<file path="src/rtl/dm_mmio_bridge.sv">
// Data-memory port bridge: passes core accesses through to memory and services a 16-byte
// MMIO window (console TX FIFO, STATUS, TOHOST, CYCLE). Optional cycle counter: DM_MMIO_CYCLE_CNT_EN.
module dm_mmio_bridge #(
  parameter logic [31:0] MMIO_BASE  = 32'h8000_1000,
  parameter int          FIFO_DEPTH = 8,
  parameter int          DRAIN_DIV  = 4
) (
  input  logic        clk_i,
  input  logic        rst_n_i,
  input  logic        dm_wen_i,
  input  logic [31:0] dm_addr_i,
  input  logic [31:0] dm_din_i,
  output logic [31:0] dm_dout_o,
  output logic        mem_wen_o,
  output logic [31:0] mem_addr_o,
  output logic [31:0] mem_din_o,
  input  logic [31:0] mem_dout_i,
  output logic        tx_valid_o,
  output logic [7:0]  tx_data_o,
  input  logic        tx_ready_i,
  output logic        done_o,
  output logic        pass_o,
  output logic [31:0] tohost_o,
  output logic [1:0]  drain_state_o
);

  localparam int PW = (FIFO_DEPTH > 2) ? $clog2(FIFO_DEPTH) : 1;
  localparam int CW = $clog2(FIFO_DEPTH + 1);
  localparam int GW = (DRAIN_DIV > 3) ? $clog2(DRAIN_DIV + 1) : 2;

  typedef enum logic [1:0] {
    IDLE = 2'd0,
    SEND = 2'd1,
    GAP  = 2'd2
  } drain_state_e;

  drain_state_e    state;
  logic [GW-1:0]   gap_cnt;
  logic [7:0]      fifo_mem [FIFO_DEPTH];
  logic [PW-1:0]   wr_ptr;
  logic [PW-1:0]   rd_ptr;
  logic [CW-1:0]   count;
  logic [7:0]      ovf_cnt;
  logic            hit;
  logic [1:0]      reg_sel;
  logic            push;
  logic            push_ok;
  logic            pop;
  logic            full;
  logic            empty;
  logic [31:0]     status;
  logic [31:0]     cycle_rd;
  logic [31:0]     rd_mux;
  logic            hit_q;
  logic [31:0]     mmio_rdata_q;

  assign hit        = (dm_addr_i[31:4] == MMIO_BASE[31:4]);
  assign reg_sel    = dm_addr_i[3:2];
  assign mem_wen_o  = dm_wen_i & ~hit;
  assign mem_addr_o = dm_addr_i;
  assign mem_din_o  = dm_din_i;
  assign dm_dout_o  = hit_q ? mmio_rdata_q : mem_dout_i;

  assign full    = (count == CW'(FIFO_DEPTH));
  assign empty   = (count == '0);
  assign push    = dm_wen_i & hit & (reg_sel == 2'd0);
  // The FSM only sits in SEND with a nonempty FIFO, so pop never underflows.
  assign pop     = (state == SEND) & tx_ready_i;
  assign push_ok = push & (~full | pop);

  always_ff @(posedge clk_i) begin
    if (push_ok) fifo_mem[wr_ptr] <= dm_din_i[7:0];
  end

  always_ff @(posedge clk_i or negedge rst_n_i) begin
    if (!rst_n_i) begin
      wr_ptr  <= '0;
      rd_ptr  <= '0;
      count   <= '0;
      ovf_cnt <= '0;
    end else begin
      if (push_ok) wr_ptr <= wr_ptr + PW'(1);
      if (pop)     rd_ptr <= rd_ptr + PW'(1);
      if (push_ok && !pop)      count <= count + CW'(1);
      else if (!push_ok && pop) count <= count - CW'(1);
      if (push && !push_ok && ovf_cnt != 8'hFF) ovf_cnt <= ovf_cnt + 8'd1;
    end
  end

  // The IDLE cycle after GAP is the last of the DRAIN_DIV low cycles between bytes.
  always_ff @(posedge clk_i or negedge rst_n_i) begin
    if (!rst_n_i) begin
      state      <= IDLE;
      gap_cnt    <= '0;
      tx_valid_o <= 1'b0;
      tx_data_o  <= '0;
    end else begin
      case (state)
        IDLE: begin
          if (!empty) begin
            state      <= SEND;
            tx_valid_o <= 1'b1;
            tx_data_o  <= fifo_mem[rd_ptr];
          end
        end
        SEND: begin
          if (tx_ready_i) begin
            tx_valid_o <= 1'b0;
            if (DRAIN_DIV > 1) begin
              gap_cnt <= GW'(DRAIN_DIV);
              state   <= GAP;
            end else begin
              state <= IDLE;
            end
          end
        end
        GAP: begin
          gap_cnt <= gap_cnt - GW'(1);
          if (gap_cnt <= GW'(2)) state <= IDLE;
        end
        default: state <= IDLE;
      endcase
    end
  end

  assign drain_state_o = state;

  always_ff @(posedge clk_i or negedge rst_n_i) begin
    if (!rst_n_i) begin
      done_o   <= 1'b0;
      pass_o   <= 1'b0;
      tohost_o <= '0;
    end else if (dm_wen_i && hit && reg_sel == 2'd2 && !done_o) begin
      done_o   <= 1'b1;
      pass_o   <= (dm_din_i == 32'h1);
      tohost_o <= dm_din_i;
    end
  end

`ifdef DM_MMIO_CYCLE_CNT_EN
  logic [31:0] cycle_cnt;

  always_ff @(posedge clk_i or negedge rst_n_i) begin
    if (!rst_n_i)                                 cycle_cnt <= '0;
    else if (dm_wen_i && hit && reg_sel == 2'd3)  cycle_cnt <= '0;
    else                                          cycle_cnt <= cycle_cnt + 32'd1;
  end

  assign cycle_rd = cycle_cnt;
`else
  assign cycle_rd = '0;
`endif

  assign status = {16'b0, ovf_cnt, 5'(count), 1'b0, full, empty};

  always_comb begin
    rd_mux = '0;
    case (reg_sel)
      2'd1:    rd_mux = status;
      2'd2:    rd_mux = tohost_o;
      2'd3:    rd_mux = cycle_rd;
      default: rd_mux = '0;
    endcase
  end

  // Read data is captured at the address cycle so MMIO matches memory's one-cycle latency.
  always_ff @(posedge clk_i or negedge rst_n_i) begin
    if (!rst_n_i) begin
      hit_q        <= 1'b0;
      mmio_rdata_q <= '0;
    end else begin
      hit_q        <= hit;
      mmio_rdata_q <= hit ? rd_mux : '0;
    end
  end

endmodule

</file>
<file path="config.mk">
export PLATFORM = sky130hd
export DESIGN_NAME = dm_mmio_bridge
export DESIGN_NICKNAME = d
export VERILOG_FILES = /design/src/rtl/dm_mmio_bridge.sv
export SDC_FILE = /design/constraint.sdc
export NUM_CORES = 1
export LEC_CHECK = 0
export CAP_MARGIN = 40
export CORE_ASPECT_RATIO = 1.1
export CORE_MARGIN = 5
export CORE_UTILIZATION = 47
export DETAILED_ROUTE_END_ITERATION = 16
export GPL_TIMING_DRIVEN = 0
export PLACE_DENSITY = 0.81
export SLEW_MARGIN = 25
export SYNTH_ARGS = -nofsm -noshare
export SYNTH_HDL_FRONTEND = slang
export SYNTH_SLANG_ARGS = --single-unit
</file>
<file path="constraint.sdc">
create_clock -name clk_i -period 3.2 [get_ports clk_i]
set_input_delay 0.64 -clock clk_i [delete_from_list [all_inputs] [get_ports clk_i]]
set_output_delay 0.64 -clock clk_i [all_outputs]
set_load 0.01 [all_outputs]
</file>
==> impl_metrics.toml <==
[status]
status = "completed"

[floorplanning]
core-area_um2 = 15700
num_io_pins = 242
start_util_pct = 48.0
rows = 48
die_height_um = 143
die_area_um2 = 18700
die_w_um = 131

[setup_path]
crit_slowest_cell = "clkdlybuf4s50_1"
worstReg2RegEnd = "count[3]"
cpMostUsedCell = "ha_1"
cp.arrival_ns = 3.38
r2r_cells = 14
rrSetupSlack_ns = 0.49
end_kind = "register"
r2r-start = "drain_state_o[0]"
cp-start-kind = "primary input"
crit_type = "in2reg"
worstPathRequired_ns = 3.51
slowest_delay_ns = 0.45
cp_cell_sequence = "clkdlybuf4s50_1 > nor4_2 > nand4_1 > nor2_4 > buf_4 > nand4_4 > inv_4 > ha_1 > inv_1 > ha_1 > a21o_1 > a21oi_1 > xnor2_1 > nor2_1 > xor2_1"
critical_path_peak_fanout = 4

[job]
drv_cap = 0

[layout]
final-seq-area_um2 = 4400
area_delta_synth_final_pct = 44.9
final_cell_area_um2 = 11000
drive_above_1_share_pct = 27.4
diodes = 0
final_cells = 1007
fin_nets = 906
fillers = 1072
final_util_pct = 69.6
multiInputGateArea_um2 = 2540

[detailed_routing]
vias = 5204
routed_via_density = 5.17
drtIter0Drc = 296
drt_wl_total_um = 20200
post_drt_wl_per_cell_um = 20.0
drt_drc_violations_left = 0
drt_pre_antenna_iters = 4
detail-route-antenna-nets = 0

[power_and_ir_drop]
power.switching_mw = 1.63
power.share.sequential_pct = 41.4
vdd_drop_max_mv = 0.458
comb_power_share_pct = 24.6
p_leak_nw = 4.48
power_switching_share_pct = 27.9
power_density_nw_per_um2 = 532
clkPwrFrac_pct = 34.0
internal_power_mw = 4.21
total_power_mw = 5.83

[synth]
synth_edf_count = 64
synth_nets = 637
syn_area_um2 = 7560
yosys_most_used_dff = "dfrtp_1"
avgSynthCellArea_um2 = 14.4
ys_seq_elements = 163
synth_cell_types = 49
ys_warn_count = 0
async_reset_ff_share_pct = 60.7
seq_area_frac_synth_pct = 58.2
synth_cells = 525

[global_route]
grt_pass1_vias = 5794
grtUsageTotal_pct = 22.5
grt_pass1_wl_um = 31500
overflow = 0
antenna_found_initial = 0
grt_max_degree = 77

[sta]
worst_slew_pin_slew_ns = 0.846
rsz0062_at_grt = "yes"
period_needed_ns = 3.07
fin_crit_sh_pct = 95.8
timing.final.hold_violations = 0
slew_headroom_pct = 43.1
slew_violations = 0
finalClockSkew_ns = 0.00889
setup_violations = 0
fmax_ghz = 0.326

[clock_network]
clk_path_buf_depth = 2
insertion_delay_ns = 0.43
clock-root-buffer = "clkbuf_16"
clk_pin_slew_worst_paths_ns = 0.07
ctsHoldBuffers = 0
cts_tree = "yes"
htreeDepth = 4
cts.sinks = 163
cts_buffers = 17

[placement]
placed_area_um2 = 10300
gp_congestion = 0.852
portBuffers = 239
dp.cells = 971
dp_hpwl_um = 15400

[min_path]
hp-class = "in2async"
## cell usage after synthesis (2+ instances only)
cell	n	share of area, %
mux2i_1	8	1.1
mux2_4	30	6.0
a22oi_1	13	1.3
inv_1	9	0.45
a21oi_1	6	0.40
nor4b_1	5	0.58
and2_1	18	1.5
edfxtp_1	64	25
buf_4	66	6.6
buf_12	3	0.79
o21ai_0	10	0.66
buf_1	5	0.25
xnor2_1	12	1.4
nor2b_1	3	0.25
mux2_2	37	5.5
nand4_1	8	0.66
buf_2	3	0.20
nor4_1	15	1.2
dfrtp_1	99	33
nor2_1	19	0.94
a21o_1	3	0.30
mux4_2	16	4.8
nor3_1	3	0.20
xor2_1	2	0.23
and3_1	6	0.50
nand3_1	3	0.20
clkbuf_1	7	0.35
nand2_1	19	0.94
inv_2	2	0.099
buf_6	2	0.30
ha_1	11	1.8
## final cells by class
| cell class | count | area share [%] |
|---|---|---|
| plain buffers | 86 | 5.84 |
| clock buffers | 19 | 4.34 |
| clock inverters | 13 | 1.02 |
| inverters | 11 | 0.400 |
| multi-input cells | 265 | 23.2 |
| flip-flops and latches | 163 | 40.2 |
| well taps | 200 | 2.28 |
| repair buffers | 250 | 22.8 |
## logic make-up after synthesis
group                    share of synthesized area (%)
XOR/XNOR                                          1.62
flip-flops                                        58.2
multiplexers                                      17.5
AO/OA/AOI/OAI                                     3.31
adder cells (fa/ha/maj)                           2.09
AND/OR/NAND/NOR                                   8.33
buffers and inverters                             8.99
## worst max-delay path: cells and delay by family
kind,cells,cell delay [ns]
and+or+nand+nor,5,0.89
buffers and inverters,4,0.78
AOI/OAI and AO/OA,2,0.33
adders and majority gates,2,0.45
xor gates and xnor gates,2,0.28
## routing by layer
layer | up-vias | global-route usage (%) | share of wire (%)
met5 | - | 0 | 0
met3 | 35 | 6.32 | 7.0
li1 | 2399 | - | -
met1 | 2554 | 26.5 | 37
met4 | 0 | 8.61 | 2.4
met2 | 216 | 39.1 | 53
## registers in the layout (all words and copies together) (netlist names), 2 cells and up
name and cells:
gap_cnt 3, mmio_rdata_q 32, drain_state_o 2, rd_ptr 3, tx_data_o 8, tohost_o 32, ovf_cnt 8, count 4
wr_ptr 3, fifo_mem 64
## per-stage QoR
stage / hold WS, ns / setup slack (ns) / TNS, ns
floorplan: 0.344 / 0.310 / 0
global placement: 0.462 / -2.05 / -250.92
detailed placement: 0.477 / -0.559 / -8.72
CTS: 0.0447 / 0.0332 / 0
global route: 0.0560 / -0.000835 / -0.000835
finish: 0.0566 / 0.134 / 0
## power groups by stage
stage / Sequential, mW / Clock, mW / Combinational [mW]
after global placement: 2.45 / 0 / 1.39
final: 2.41 / 1.98 / 1.43
after floorplan: 2.47 / 0 / 0.801
after detailed placement: 2.46 / 0 / 1.44
after CTS: 2.42 / 2.03 / 1.46
after global routing: 2.44 / 2.13 / 1.57
## cell usage in the layout, fill, tap and decap left out, types with 2 or more instances in the layout
cell,instances
inv_6,5
nand3_1,3
nor4_1,12
mux2i_1,8
buf_6,3
mux2_2,37
a22oi_1,13
mux2_4,30
a21oi_1,6
inv_1,9
dfrtp_1,99
buf_4,75
buf_12,3
clkdlybuf4s50_1,237
inv_8,3
xnor2_1,12
ha_1,11
clkbuf_1,7
nor4b_2,4
clkbuf_16,19
nor2b_1,3
nor4_2,4
nor3_2,3
clkinv_2,2
edfxtp_1,64
mux4_2,16
buf_2,4
o21ai_0,10
and3_1,6
a21o_1,3
nand4_1,8
xor2_1,2
clkinvlp_4,2
nor2_1,18
and2_1,18
buf_1,4
nand2_1,19
## worst max-delay path by stage
| stage | startpoint | endpoint | slack (ns) | cells after the start |
|---|---|---|---|---|
| finish | dm_addr_i[17] | count[3] | 0.13 | 15 |
| detailed placement | dm_addr_i[17] | count[3] | -0.56 | 14 |
| floorplan | dm_addr_i[6] | fifo_mem[2][0] | 0.31 | 5 |
| global route | dm_addr_i[27] | count[3] | -0.0008 | 15 |
| CTS | hit_q | dm_dout_o[5] | 0.03 | 4 |
| global placement | rst_n_i | tx_data_o[1] | -2.05 | 1 |
## repair_timing
| action | 4_1_cts | 5_1_grt |
|---|---|---|
| setup endpoints to repair | 2 | 4 |
| setup buffers | 3 | 1 |
| pin swaps | 2 | 2 |
| resized for setup | 4 | 2 |
(Power assumes the default switching activity.)
